<file path="config.mk">
export PLATFORM = sky130hd
export DESIGN_NAME = ysyx_22050710_axil_master_bridge
export DESIGN_NICKNAME = d
export VERILOG_FILES = /design/src/rtl/ysyx_22050710_axil_master_bridge.sv
export SDC_FILE = /design/constraint.sdc
export NUM_CORES = 1
export LEC_CHECK = 0
export CAP_MARGIN = 40
export CORE_UTILIZATION = 46
export DETAILED_ROUTE_END_ITERATION = 16
export GPL_TIMING_DRIVEN = 0
export PLACE_DENSITY = 0.83
export REMOVE_ABC_BUFFERS = 1
export SLEW_MARGIN = 20
export SYNTH_ARGS = -nofsm -noshare
export SYNTH_HDL_FRONTEND = slang
export SYNTH_SLANG_ARGS = --single-unit
</file>
<file path="constraint.sdc">
create_clock -name i_aclk -period 3.2 [get_ports i_aclk]
set_clock_uncertainty 0.2 [all_clocks]
set_input_delay 0.32 -clock i_aclk [delete_from_list [all_inputs] [get_ports i_aclk]]
set_output_delay 0.32 -clock i_aclk [all_outputs]
set_load 0.02 [all_outputs]
</file>
<file path="src/rtl/ysyx_22050710_axil_master_bridge.sv">
// AXI4-Lite master bridge: one valid/ready request at a time becomes an aligned
// AXI-Lite beat with generated strobes; the read data is aligned and extended, and the response is held until consumed.
module ysyx_22050710_axil_master_bridge #(
    parameter int         DATA_WIDTH = 64,
    parameter int         ADDR_WIDTH = 32,
    parameter logic [2:0] AXI_PROT   = 3'b000
) (
    input  logic                    i_aclk,
    input  logic                    i_arsetn,
    input  logic                    i_req_valid,
    output logic                    o_req_ready,
    input  logic                    i_req_we,
    input  logic [ADDR_WIDTH-1:0]   i_req_addr,
    input  logic [1:0]              i_req_size,
    input  logic                    i_req_unsigned,
    input  logic [DATA_WIDTH-1:0]   i_req_wdata,
    output logic                    o_resp_valid,
    input  logic                    i_resp_ready,
    output logic [DATA_WIDTH-1:0]   o_resp_rdata,
    output logic [1:0]              o_resp_status,
    output logic                    o_resp_misalign,
    output logic                    o_awvalid,
    input  logic                    i_awready,
    output logic [ADDR_WIDTH-1:0]   o_awaddr,
    output logic [2:0]              o_awprot,
    output logic                    o_wvalid,
    input  logic                    i_wready,
    output logic [DATA_WIDTH-1:0]   o_wdata,
    output logic [DATA_WIDTH/8-1:0] o_wstrb,
    input  logic                    i_bvalid,
    output logic                    o_bready,
    input  logic [1:0]              i_bresp,
    output logic                    o_arvalid,
    input  logic                    i_arready,
    output logic [ADDR_WIDTH-1:0]   o_araddr,
    output logic [2:0]              o_arprot,
    input  logic                    i_rvalid,
    output logic                    o_rready,
    input  logic [DATA_WIDTH-1:0]   i_rdata,
    input  logic [1:0]              i_rresp
);

    localparam int STRB_WIDTH = DATA_WIDTH / 8;
    localparam int OFF_W      = $clog2(STRB_WIDTH);
    localparam int IDX_W      = $clog2(DATA_WIDTH);

    typedef enum logic [2:0] {
        IDLE    = 3'd0,
        RD_ADDR = 3'd1,
        RD_DATA = 3'd2,
        WR_REQ  = 3'd3,
        WR_RESP = 3'd4,
        RESP    = 3'd5
    } state_e;

    state_e                  state_q, state_d;
    logic [ADDR_WIDTH-1:0]   addr_q, addr_d;
    logic [1:0]              size_q, size_d;
    logic                    uns_q, uns_d;
    logic                    we_q, we_d;
    logic [DATA_WIDTH-1:0]   wdata_q, wdata_d;
    logic                    aw_pend_q, aw_pend_d;
    logic                    w_pend_q, w_pend_d;
    logic                    arvalid_q, rready_q, bready_q, resp_valid_q;
    logic [DATA_WIDTH-1:0]   rdata_q, rdata_d;
    logic [1:0]              status_q, status_d;
    logic                    misalign_q, misalign_d;
    logic [OFF_W-1:0]        off_s;
    logic                    req_fire_s;

    function automatic logic is_misaligned(input logic [ADDR_WIDTH-1:0] addr,
                                           input logic [1:0] size);
        case (size)
            2'd0:    is_misaligned = 1'b0;
            2'd1:    is_misaligned = addr[0];
            2'd2:    is_misaligned = |addr[1:0];
            2'd3:    is_misaligned = (DATA_WIDTH == 32) || (|addr[2:0]);
            default: is_misaligned = 1'b1;
        endcase
    endfunction

    function automatic logic [STRB_WIDTH-1:0] gen_strb(input logic [OFF_W-1:0] off,
                                                       input logic [1:0] size);
        for (int i = 0; i < STRB_WIDTH; i++) begin
            gen_strb[i] = (i >= int'(off)) && (i < int'(off) + (1 << size));
        end
    endfunction

    // Byte lane of interest is shifted down first, then bits above the access width are extended.
    function automatic logic [DATA_WIDTH-1:0] align_read(input logic [DATA_WIDTH-1:0] raw,
                                                         input logic [OFF_W-1:0] off,
                                                         input logic [1:0] size,
                                                         input logic uns);
        logic [DATA_WIDTH-1:0] sh;
        logic [IDX_W-1:0]      msb;
        logic                  sbit;
        sh = raw >> {off, 3'b000};
        case (size)
            2'd0:    msb = IDX_W'(7);
            2'd1:    msb = IDX_W'(15);
            2'd2:    msb = IDX_W'(31);
            default: msb = IDX_W'(DATA_WIDTH - 1);
        endcase
        sbit = uns ? 1'b0 : sh[msb];
        for (int i = 0; i < DATA_WIDTH; i++) begin
            align_read[i] = (i <= int'(msb)) ? sh[i] : sbit;
        end
    endfunction

    assign off_s      = addr_q[OFF_W-1:0];
    assign req_fire_s = o_req_ready && i_req_valid;

    // Next-state, request capture and response capture.
    always_comb begin
        state_d    = state_q;
        addr_d     = addr_q;
        size_d     = size_q;
        uns_d      = uns_q;
        we_d       = we_q;
        wdata_d    = wdata_q;
        aw_pend_d  = aw_pend_q;
        w_pend_d   = w_pend_q;
        rdata_d    = rdata_q;
        status_d   = status_q;
        misalign_d = misalign_q;
        case (state_q)
            IDLE: begin
                if (req_fire_s) begin
                    addr_d  = i_req_addr;
                    size_d  = i_req_size;
                    uns_d   = i_req_unsigned;
                    we_d    = i_req_we;
                    wdata_d = i_req_wdata;
                    if (is_misaligned(i_req_addr, i_req_size)) begin
                        state_d    = RESP;
                        rdata_d    = '0;
                        status_d   = 2'b00;
                        misalign_d = 1'b1;
                    end else if (i_req_we) begin
                        state_d   = WR_REQ;
                        aw_pend_d = 1'b1;
                        w_pend_d  = 1'b1;
                    end else begin
                        state_d = RD_ADDR;
                    end
                end else begin
                    state_d = IDLE;
                end
            end
            RD_ADDR: begin
                if (arvalid_q && i_arready) begin
                    state_d = RD_DATA;
                end else begin
                    state_d = RD_ADDR;
                end
            end
            RD_DATA: begin
                if (rready_q && i_rvalid) begin
                    state_d    = RESP;
                    rdata_d    = align_read(i_rdata, off_s, size_q, uns_q);
                    status_d   = i_rresp;
                    misalign_d = 1'b0;
                end else begin
                    state_d = RD_DATA;
                end
            end
            WR_REQ: begin
                aw_pend_d = aw_pend_q && !i_awready;
                w_pend_d  = w_pend_q && !i_wready;
                if (!aw_pend_d && !w_pend_d) begin
                    state_d = WR_RESP;
                end else begin
                    state_d = WR_REQ;
                end
            end
            WR_RESP: begin
                if (bready_q && i_bvalid) begin
                    state_d    = RESP;
                    rdata_d    = '0;
                    status_d   = i_bresp;
                    misalign_d = 1'b0;
                end else begin
                    state_d = WR_RESP;
                end
            end
            RESP: begin
                if (resp_valid_q && i_resp_ready) begin
                    state_d    = IDLE;
                    rdata_d    = '0;
                    status_d   = 2'b00;
                    misalign_d = 1'b0;
                end else begin
                    state_d = RESP;
                end
            end
            default: begin
                state_d   = IDLE;
                aw_pend_d = 1'b0;
                w_pend_d  = 1'b0;
            end
        endcase
    end

    // State, capture registers and registered handshake outputs (decoded from next state).
    always_ff @(posedge i_aclk) begin
        if (!i_arsetn) begin
            state_q      <= IDLE;
            addr_q       <= '0;
            size_q       <= 2'd0;
            uns_q        <= 1'b0;
            we_q         <= 1'b0;
            wdata_q      <= '0;
            aw_pend_q    <= 1'b0;
            w_pend_q     <= 1'b0;
            arvalid_q    <= 1'b0;
            rready_q     <= 1'b0;
            bready_q     <= 1'b0;
            resp_valid_q <= 1'b0;
            rdata_q      <= '0;
            status_q     <= 2'b00;
            misalign_q   <= 1'b0;
        end else begin
            state_q      <= state_d;
            addr_q       <= addr_d;
            size_q       <= size_d;
            uns_q        <= uns_d;
            we_q         <= we_d;
            wdata_q      <= wdata_d;
            aw_pend_q    <= aw_pend_d;
            w_pend_q     <= w_pend_d;
            arvalid_q    <= (state_d == RD_ADDR);
            rready_q     <= (state_d == RD_DATA);
            bready_q     <= (state_d == WR_RESP);
            resp_valid_q <= (state_d == RESP);
            rdata_q      <= rdata_d;
            status_q     <= status_d;
            misalign_q   <= misalign_d;
        end
    end

    assign o_req_ready     = (state_q == IDLE) && i_arsetn;
    assign o_resp_valid    = resp_valid_q;
    assign o_resp_rdata    = rdata_q;
    assign o_resp_status   = status_q;
    assign o_resp_misalign = misalign_q;
    assign o_awvalid       = aw_pend_q;
    assign o_wvalid        = w_pend_q;
    assign o_arvalid       = arvalid_q;
    assign o_rready        = rready_q;
    assign o_bready        = bready_q;
    assign o_awaddr        = {addr_q[ADDR_WIDTH-1:OFF_W], {OFF_W{1'b0}}};
    assign o_araddr        = {addr_q[ADDR_WIDTH-1:OFF_W], {OFF_W{1'b0}}};
    assign o_awprot        = AXI_PROT;
    assign o_arprot        = AXI_PROT;
    assign o_wdata         = wdata_q << {off_s, 3'b000};
    assign o_wstrb         = gen_strb(off_s, size_q);

endmodule
</file>
# Word-level counts from Yosys, hierarchy flattened
# Cells that the tools add are included.
# classes
muxes	104
n_shift	3
mul	0
div	0
eq_ne	21
magnitude_cmp	79
bitwise_logic	1
n_reduce_logical	30
addsub	1
# op_table
op	count
$mux 64	5
$pmux 64 s4	1
$le 6x6->1 const A	32
$lt 4x32->1 const A	4
$le 5x6->1 const A	16
$mux 1	76
$lt 3x32->1 const A	2
$shl 64x6->64	1
$shr 64x6->64	1
$le 4x6->1 const A	8
$add 4x32->32	1
$lt 1x32->1 const A	1
$lt 2x32->1 const A	1
$shl 1x2->32 const A	1
$le 3x6->1 const A	4
$pmux 3 s6	1
$pmux 6 s3	1
$logic_and 1x1->1	16
$mux 3	5
$mux 2	7
$ne 2x2->1 const B	7
$eq 3x3->1 const B	4
$le 2x6->1 const A	2
$mux 6	2
other kinds (24)	40
# totals
input_bits	177
elab_cells	253
latchBits	0
ff_bits	175
rom_bits	0
mem_count	0
ramBits	0
output_inout_bits	216

# Depth between registers and ports, before layout
# Gate-level depths: netlist of run 1.
# logic_depth
depth_word	10
ltp_mapped	9
depth_no_buf	8

# Least setup slack after synthesis of run 1
# Ideal clock, no wire load.
# synth_timing
path_type	register to output
start	register size_q[0]
end	output port o_wstrb[2]
n_path_buf	0
slack_ns	0.111
t_required_ns	2.680
arrival_ns	2.569
path_stages_with_launch	9
cell_sequence	dfxtp_1 -> inv_1 -> ha_1 -> ha_1 -> a21o_1 -> and4b_1 -> o21bai_1 -> nor2_1 -> a221oi_1
# synth_via
elab_chain_cells	4
# synth_lines
item	line_no	rtl
start, declared	58	logic [1:0] size_q, size_d;
start signal, assigned	225	size_q <= size_d;
$shl 1x2->32	85	gen_strb[i] = (i >= int'(off)) && (i < int'(off) + (1 << size));
$add 4x32->32	85	
$lt 3x32->1	85	
$logic_and 1x1->1	85	
end, declared	29	output logic [DATA_WIDTH/8-1:0] o_wstrb,
# No other way between the ends.

# Final worst setup path of run 1
# layout_timing
start	register addr_q[1]
end	output port o_wdata[32]
# layout_via
elab_chain_cells	1
# layout_lines
item	line_no	rtl
start, declared	57	logic [ADDR_WIDTH-1:0] addr_q, addr_d;
start signal, assigned	224	addr_q <= addr_d;
$shl 64x6->64	255	assign o_wdata = wdata_q << {off_s, 3'b000};
end, declared	28	output logic [DATA_WIDTH-1:0] o_wdata,
# No other way between the ends.

==> summary.md, run 1 <==
| Metric | Value |
|---|---|
| Measured slew at the worst slew-check pin | around 790 ps |
| Reg clk slew, reported paths | roughly 80 ps |
| Mux share of post-synthesis cell area | between 10% and 20% |
| Setup ws final | around 54 ps |
| Cell Area, Synth | around 11,000 µm² |
| Final Hold Vio Count | 0 |
| Initial antenna violation count | 1 |
| Largest net degree at the start of global routing | 67 |
| DP Worst Slack | -626.6 ps |
| Critical path start-end classification | reg -> out |
| CP max FO | 41 |
| Async SR Flop Fraction | 0% |
| Status | finished, final reports clean |
| Simple-gate area share of the yosys netlist | about a fifth |
| Crit. path cell count | 7 |
| Main flop type after synthesis | dfxtp_1 |
| Family with the most delay on the worst path | buffers and inverters |
| Setup violators final | 0 |
| Max-slew violations | 0 |
| Max rail drop VDD | between 0.4 and 0.5 mV |
| Worst Setup Start Kind | register |
| Average wire per standard cell | 20.53 µm |
| Cell chain of the critical path | buf_12 > buf_16 > nor2b_1 > buf_4 > a22oi_1 > o22ai_1 > clkdlybuf4s50_1 |
| Largest family of logic cells by synthesized area | simple AND/OR/NAND/NOR gates |
| Fin area | around 15,000 µm² |
| Routed vias/inst | ~6.0 |
| Max frequency | 317.8 MHz |
| Leak pwr | 6.080 nW |
| Post-synthesis register bit count | ~180 |
| Clock latency on the worst-skew pair | 430 ps |
| Reg2Reg Depth | 9 |
| RSZ-0062 raised after global routing | true |
| First-pass GRT wire length | around 59,000 µm |
| Mapped Avg Cell Area | 8.128 µm² |
| Max clock buf depth | 2 |
| Via count | between 10,000 and 15,000 |
| Row cnt | 55 |
| Die W | 154.1 µm |
| Yosys cell types | 63 |
| Synthesis Warnings | 0 |
| Max stage delay on crit path | approximately 630 ps |
| RePlAce Congestion | between 0.9 and 1 |
| Layout cells sized above 1 | between 10% and 20% |
| Number of enable flip-flop cells after synthesis | 0 |
| Post-synthesis sequential area ratio | between 30% and 40% |
| Fin crit period | about 3100 ps |
| WP data arrival | around 2600 ps |
| Worst Path Required | ~2700 ps |
| Tot Pwr | 0.007144 W |
| H-tree Lvls | 4 |
| Compound-Gate Fraction of Synth Area | between 10% and 20% |
| Num CTS Buffers | 17 |
| # port buffers | between 300 and 400 |
| GR Util All Layers | a little under a third |
| Synth Area in XOR/XNOR | less than 1% |
| Final Core Density | approximately two thirds |
| Die H | ~150 µm |
| Post-CTS Hold Buffers | 0 |
| DRC | 0 |
| Synthesis-to-layout area growth | 43.26% |
| Number of max-cap violations | 0 |
| Critical Path End Type | primary output |
| Initial Util | 47.03% |
| Die area | ~24,000 µm² |
| Routed wire length | 38,770 µm |
| Tcrit/Tclk final | 98.32% |
| Final antenna-violating net count | 0 |
| Power Density | 468.4 nW/µm² |
| Io pins | 393 |
| Clock sinks | 175 |
| Min-Delay Path Depth | 3 |
| Number of DRC markers in iteration 0 | between 900 and 1,000 |
| Hold crit path type | in -> reg |
| Slowest cell on crit path | clkdlybuf4s50_1 |
| CTS tree | built |
| Core Region | approximately 23,000 µm² |
| Drt pass-1 iters | 6 |
| Clock root cell | clkbuf_16 |
| Final #Nets | 1,777 |
| GRT Residual Overflow | 0 |
| DP Area | 14,300 µm² |
| Post-synthesis cell count | approximately 1,300 |
| Post-DP HPWL | between 20,000 and 30,000 µm |
| Number of global-route vias before repair | around 11,000 |
| CP bufs+invs | 4 |
| Rel. slew slack | between 40% and 50% |
| Adder-cell share of the synthesized area | roughly 1.2% |
==> logic make-up (layout without fill, tap and decap cells) <==
kind of cell / after synthesis / after routing
other: 1 / 13
xor gates and xnor gates: 1 / 1
muxes: 151 / 151
and+or+nand+nor: 491 / 491
adders and majority gates: 10 / 10
AOI/OAI and AO/OA: 288 / 288
buffers and inverters: 193 / 474
DFF: 175 / 175
==> stage by stage <==
stage / hold WS, ps / instances / TNS (ps)
final: 214.9 / 1888 / 0
after global routing: 204.1 / 1888 / -4.073
after CTS: 190.9 / 1879 / -4.134
after detailed placement: 244.4 / 1832 / -31420
after global placement: 240.1 / 1808 / -1643990
after floorplan: 219.0 / 1143 / -565260
==> worst paths after layout <==
check,end,slack [ps],from
worst max-delay path,o_wdata[32],50,addr_q[1]
worst min-delay path,wdata_q[7],210,i_req_wdata[7]
worst max register to register,o_resp_rdata[27],110,addr_q[0]
worst min register to register,wdata_q[49],260,wdata_q[49]
==> layer usage <==
| layer | wire length (µm) | track usage (%) |
|---|---|---|
| met1 | 14380 | 36.52 |
| met2 | 18920 | 54.59 |
| met3 | 3540 | 6.708 |
| met4 | 1928 | 17.33 |
| met5 | 0 | 0 |
==> final cells by class <==
type	count	area, µm²
fillers	1808	7387
multi-input cells	953	6222
repair buffers	428	4489
flip-flops and latches	175	3522
clock buffers	19	454.2
well taps	285	356.6
clock inverters	12	150.1
inverters	15	56.30
diodes	1	2.502
==> state kept, by name (all words and copies together), names as in the netlist <==
signal and count:
o_awvalid 1, o_bready 1, o_resp_rdata 64, o_resp_valid 1
o_resp_status 2, state_q 3, wdata_q 64, o_wvalid 1
size_q 2, addr_q 32, o_arvalid 1, o_rready 1
o_resp_misalign 1, uns_q 1
==> cells in the final DEF, fill, tap and decap left out, types with 8 or more instances in the layout <==
cell type        Yosys  final
mux4_2              32     32
a21oi_1             52     52
a22oi_1             56     56
nand2_1            265    264
dlymetal6s2s_1       0     12
nand3_1            101    101
and3_1               8      8
conb_1               1     12
buf_16               0      8
clkdlybuf4s50_1      0    356
a211oi_1            10     10
o21ai_1             26     27
o21ai_0             67     66
dfxtp_1            175    170
mux2i_1             81     81
buf_4               71     20
and2_1              14     14
mux2_2              38     38
clkbuf_16            0     20
nor2_1              63     61
inv_1               13     11
o22ai_1             32     32
==> cell usage after synthesis, drive strengths merged, types with 4 or more instances <==
master   count  share of area, %
nor2        63               2.2
o2bb2ai      5              0.41
ha           9               1.1
mux4        32               6.8
nor2b       10              0.59
clkbuf      55               1.9
and2        15              0.88
mux2        38               4.0
o211ai       4              0.28
dfxtp      175                33
o21ai       93               4.4
o22ai       32               1.9
nand2b       6              0.35
nand2      265               9.3
mux2i       81               7.6
inv         14              0.49
a31oi        4              0.23
and3         8              0.47
a211oi      12               1.0
a21oi       52               2.4
buf        123               7.6
nand3      101               4.7
nor3         8              0.38
a22oi       56               3.9
==> worst reg2reg max path: cells and delay by family, from the launching register on <==
family                 cells  cell delay (ps)
buffers and inverters      4              770
muxes                      1              550
and+or+nand+nor            1              170
AOI/OAI and AO/OA          3              810
DFF                        1              440
==> report_power, final <==
group	leakage (nW)	total [W]	internal (W)	switching (W)
Combinational	4.36	0.00251	0.00116	0.00135
Sequential	1.43	0.00245	0.00231	0.000139
Clock	0.290	0.00218	0.00122	0.000966
==> what timing repair did <==
item / in CTS / in global routing
pin swaps: 1 / 2
setup endpoints to repair: 117 / 44
cloned: 1 / 2
buffers inserted: 15 / 3
gates resized for setup: 36 / 28
(Power assumes the default switching activity.)
==> inputs of run 2 (changes only) <==
--- a/config.mk
+++ b/config.mk
@@ -9,7 +9,7 @@
 export CORE_UTILIZATION = 46
 export DETAILED_ROUTE_END_ITERATION = 16
 export GPL_TIMING_DRIVEN = 0
-export PLACE_DENSITY = 0.83
+export PLACE_DENSITY = 0.91
 export REMOVE_ABC_BUFFERS = 1
 export SLEW_MARGIN = 20
 export SYNTH_ARGS = -nofsm -noshare
==> run 2 against run 1 <==
Sequential power is essentially flat. Final area shrank 1.3%. Non-clock buffer count shrank 11. Critical path depth grew 3. Clock power shrank 7%. First-iteration DRC count grew 14%. Via count grew 0.67%. Count of clock-buffer cells in the layout is the same. Wire length grew 2.5%. Hold slack lost 68 ps. Total power shrank 2.4%. Critical path type is now in -> reg. Critical endpoint is now o_resp_rdata[34].
==> summary.md, run 2 (synthesis results as in run 1) <==
| Metric | Value |
|---|---|
| Clock root cell | clkbuf_16 |
| Max frequency | 319.4 MHz |
| Final antenna-violating net count | 0 |
| GRT Residual Overflow | 0 |
| Family with the most delay on the worst path | buffers and inverters |
| Number of max-cap violations | 0 |
| Status | finished, final reports clean |
| Worst Path Required | 3270 ps |
| Reg clk slew, reported paths | approximately 80 ps |
| Slowest cell on crit path | nor4b_4 |
| Total negative slack | 0 ps |
| Via count | ~11,000 |
| Critical Path End Type | register |
| Fin crit period | about 3100 ps |
| H-tree Lvls | 4 |
| Clock sinks | between 150 and 200 |
| Drt pass-1 iters | 6 |
| Post-CTS Hold Buffers | 0 |
| Number of DRC markers in iteration 0 | 1,063 |
| CP bufs+invs | 5 |
| Fillcell total | 1,758 |
| Measured slew at the worst slew-check pin | slightly below 900 ps |
| Final Core Density | 66.48% |
| Max stage delay on crit path | ~600 ps |
| Average wire per standard cell | between 20 and 25 µm |
| Max rail drop VDD | a little over 0.3 mV |
| Cell chain of the critical path | buf_4 > buf_16 > nor4b_4 > and2_4 > a2111oi_4 > buf_4 > buf_6 > buf_6 > a22oi_1 > o21ai_0 |
| Io pins | 393 |
| Row cnt | between 50 and 60 |
| Number of global-route vias before repair | between 10,000 and 15,000 |
| Tcrit/Tclk final | 97.85% |
| Max clock buf depth | 2 |
| Power Density | 463.1 nW/µm² |
| # port buffers | 380 |
| Layout cells sized above 1 | 11.05% |
| Clock latency on the worst-skew pair | around 430 ps |
| CTS tree | built |
| Initial Util | between 40% and 50% |
| Worst Setup Start Kind | primary input |
| Hold crit path type | in -> reg |
| Post-DP HPWL | between 20,000 and 30,000 µm |
| Die H | about 150 µm |
| Routed vias/inst | 6.037 |
| DRC | 0 |
| Max-slew violations | 0 |
| Num CTS Buffers | 17 |
| Commonest non-fill, non-tap cell in the layout | clkdlybuf4s50_1 |
| Die W | around 150 µm |
| Final Hold Vio Count | 0 |
| First-pass GRT wire length | between 50,000 and 60,000 µm |
| Commonest cells after routing, fill and taps aside | 371 x clkdlybuf4s50_1, 264 x nand2_1, 170 x dfxtp_1, 101 x nand3_1, 81 x mux2i_1 |
| Critical path start-end classification | in -> reg |
| Rel. slew slack | 40.31% |
| Core Region | about 23,000 µm² |
| Worst hold slack | roughly 150 ps |
| Leak pwr | about 5.8 nW |
| Final #Nets | 1,767 |
| CP max FO | 70 |
| Die area | about 24,000 µm² |
| RePlAce Congestion | around 0.89 |
| Largest net degree at the start of global routing | 74 |
| Initial antenna violation count | 2 |
| GR Util All Layers | a little under a third |
| Routed wire length | around 40,000 µm |
| WP data arrival | between 3000 and 4000 ps |
| Synthesis-to-layout area growth | 41.36% |
| Setup violators final | 0 |
| R2R Setup Slk | 90 ps |
run 2: path summary, 6_finish.rpt:
check / endpoint / from / cells after the start
setup / recovery: o_resp_rdata[34] / i_arsetn / 10
hold reg to reg: o_resp_rdata[5] / o_resp_rdata[5] / 2
setup reg to reg: o_resp_rdata[29] / addr_q[2] / 5
hold / removal: wdata_q[39] / i_arsetn / 3
run 2: routing by layer:
layer  track usage, %  vias up  share of wire, %
met5                0        -             0.043
met4            18.81        2               4.8
met3            6.793      124               8.0
met2            55.09      685                49
met1            35.96     5406                38
li1                 -     5127                 -
run 2: area by class of cell:
type	count	area, µm²	share of cell area (%)
Multi-Input combinational cell	954	6233	41.41
Timing Repair Buffer	417	4318	28.69
Sequential cell	175	3520	23.38
Clock buffer	19	442.9	2.943
Tap cell	285	356.6	2.369
Clock inverter	13	122.6	0.8146
Inverter	15	56.30	0.3741
Antenna cell	1	2.502	0.01663
run 2: worst min-delay path, cell delays in order:
cell and delay [ps]:
buf_4 240, nand3_1 130, nand2_1 50
run 2: timing repair:
item,4_1_cts,5_1_grt
endpoints found under the setup margin,104,32
buffers inserted,11,2
pin swaps,2,3
gates cloned,0,1
resized for setup,36,10
run 2: per-stage QoR:
stage                     setup WS [ps]  instances  area [µm²]  power [W]
final                             68.82       1879       15050   0.006971
after global routing             -115.9       1879       15050   0.007269
after CTS                        -17.44       1874       15000   0.006958
after detailed placement         -626.5       1831       14280   0.004883
after global placement            -9921       1808       13840   0.004848
after floorplan                   -3974       1143        9676   0.003802
run 2: power by group:
| group | switching [W] | total (W) | internal, W |
|---|---|---|---|
| clock network | 0.000983 | 0.00203 | 0.00105 |
| registers | 0.000153 | 0.00246 | 0.00231 |
| logic | 0.00134 | 0.00247 | 0.00114 |
==> inputs of run 3 (changes only) <==
--- a/config.mk
+++ b/config.mk
@@ -11,7 +11,7 @@
 export GPL_TIMING_DRIVEN = 0
 export PLACE_DENSITY = 0.91
 export REMOVE_ABC_BUFFERS = 1
-export SLEW_MARGIN = 20
+export SLEW_MARGIN = 40
 export SYNTH_ARGS = -nofsm -noshare
 export SYNTH_HDL_FRONTEND = slang
 export SYNTH_SLANG_ARGS = --single-unit
==> run 3 against run 2 <==
Register-to-register slack better by 30 ps. Setup slack worse by 40 ps. Hold slack worse by 85 ps. Highest routed layer unchanged. Final area is 0.56% higher. Total power is 1.2% higher. Sequential share of layout area is 0.13 points lower. Wire length is 2.1% lower. Final cell count is 0.27% higher. Critical path depth is 1 lower. Via count is 1.0% lower. Largest cell class unchanged.
==> summary.md, run 3 (synthesis results as in run 1) <==
| Metric | Value |
|---|---|
| Status | finished, final reports clean |
| Synthesis-to-layout area growth | 42.15% |
| Max frequency | approximately 320 MHz |
| Initial antenna violation count | 4 |
| Sequential Area | 3520 µm² |
| Setup ws final | between 20 and 30 ps |
| Slowest cell on crit path | dfxtp_4 |
| Final Hold Vio Count | 0 |
| Reg clk slew, reported paths | 80 ps |
| Setup crit end | o_wstrb[1] |
| RePlAce Congestion | between 0.8 and 0.9 |
| Number of global-route vias before repair | 10,790 |
| Tcrit/Tclk final | between 90% and 100% |
| Die area | about 24,000 µm² |
| Critical Path End Type | primary output |
| Fin area | 15,140 µm² |
| Die H | 154.1 µm |
| Io pins | 393 |
| Max stage delay on crit path | a little under 400 ps |
| Rel. slew slack | 40.71% |
| Fin crit period | roughly 3200 ps |
| Average wire per standard cell | ~21 µm |
| Clock root cell | clkbuf_16 |
| Clock latency on the worst-skew pair | about 430 ps |
| Final antenna-violating net count | 0 |
| Number of DRC markers in iteration 0 | 929 |
| Leak pwr | between 5 and 6 nW |
| Reg2reg end | o_resp_rdata[34] |
| Num CTS Buffers | 17 |
| Area of the multi-input gates | between 6000 and 7000 µm² |
| RSZ-0062 raised after global routing | true |
| Number of max-cap violations | 0 |
| Via count | approximately 11,000 |
| Routed vias/inst | about 6 |
| DP Worst Slack | -491.2 ps |
| CP startpoint | size_q[0] |
| Clock sinks | 175 |
| Max-slew violations | 0 |
| Die W | ~150 µm |
| Drt pass-1 iters | 6 |
| Hold crit path type | in -> reg |
| First-pass GRT wire length | ~60,000 µm |
| H-tree Lvls | 4 |
| Critical path start-end classification | reg -> out |
| Commonest non-fill, non-tap cell in the layout | clkdlybuf4s50_1 |
| Post-DP HPWL | about 27,000 µm |
| WP data arrival | around 2700 ps |
| DP Area | ~14,000 µm² |
| Fillcell total | around 1,700 |
| Worst Path Required | around 2700 ps |
| Final #Nets | ~1,800 |
| GRT Residual Overflow | 0 |
| Largest net degree at the start of global routing | 71 |
| # port buffers | 380 |
| Core Region | between 20,000 and 25,000 µm² |
| Reg2Reg Depth | 11 |
| DRC | 0 |
| Commonest cells after routing, fill and taps aside | 370 x clkdlybuf4s50_1, 264 x nand2_1, 170 x dfxtp_1, 100 x nand3_1, 81 x mux2i_1 |
| Layout cells sized above 1 | 11.84% |
| Worst Setup Start Kind | register |
| GR Util All Layers | between 30% and 40% |
| Worst hold slack | between 60 and 70 ps |
| Initial Util | around 47% |
| Critical R2R Launch | addr_q[0] |
| Max rail drop VDD | 0.3377 mV |
| CTS tree | built |
| CP max FO | 7 |
| Row cnt | 55 |
| Measured slew at the worst slew-check pin | between 800 and 900 ps |
| Setup violators final | 0 |
| Cell chain of the critical path | clkinvlp_4 > ha_4 > ha_2 > fa_2 > and4b_1 > o21bai_4 > nor3_2 > nor2_1 > clkdlybuf4s15_2 |
| Routed wire length | roughly 39,000 µm |
| Max clock buf depth | 2 |
| Power Density | 466.2 nW/µm² |
| R2R Setup Slk | around 120 ps |
## run 3: area by class of cell
type,instances,share of cell area [%]
Antenna cell,3,0.04960
Sequential cell,175,23.25
Inverter,15,0.4381
Tap cell,285,2.356
Timing Repair Buffer,421,28.54
Clock buffer,20,3.092
Clock inverter,12,0.7440
Multi-Input combinational cell,953,41.52
## run 3: layer usage
metal | up-vias | wire length [µm] | track usage (%) | share of wire, %
met3 | 119 | 3334 | 6.370 | 8.6
met2 | 647 | 19320 | 55.45 | 50
met5 | - | 17 | 0 | 0.044
li1 | 5130 | - | - | -
met1 | 5328 | 14330 | 36.35 | 37
met4 | 2 | 1904 | 17.76 | 4.9
## run 3: timing repair
action	CTS	global route
endpoints found under the setup margin	83	34
buffers inserted	11	6
hold buffers	0	0
pin swaps	1	3
resized for setup	39	20
## run 3: through the flow
stage | setup TNS [ps] | util [%] | power (W) | instances
detailed placement | -10100 | 63.07 | 0.004884 | 1832
finish | 0 | 66.85 | 0.007057 | 1884
global placement | -1591600 | 61.11 | 0.004848 | 1808
global route | -136.9 | 66.85 | 0.007337 | 1884
CTS | 0 | 66.31 | 0.007009 | 1875
floorplan | -565260 | - | 0.003802 | 1143
## run 3: where the power goes
group	total [W]	leakage, nW	internal [W]	switching (W)
logic	0.00250	4.09	0.00116	0.00134
clock network	0.00210	0.281	0.00110	0.00100
registers	0.00246	1.43	0.00231	0.000150
total	0.00706	5.81	0.00457	0.00249
## run 3: how the worst min path moves through the flow
stage	from	endpoint	slack (ps)	depth (start not counted)
floorplan	i_req_addr[10]	addr_q[10]	220	2
global placement	o_resp_rdata[5]	o_resp_rdata[5]	240	2
detailed placement	o_resp_rdata[5]	o_resp_rdata[5]	250	2
CTS	i_arsetn	wdata_q[55]	50	3
global route	i_arsetn	wdata_q[47]	70	3
finish	i_arsetn	wdata_q[39]	60	3
## run 3: critical path: cells and delay by family, from the launching register on
family / cells / cell delay, ps
adder cells (fa/ha/maj): 3 / 770
AND/OR/NAND/NOR: 3 / 540
buffers and inverters: 2 / 400
flip-flops: 1 / 390
AO/OA/AOI/OAI: 1 / 110
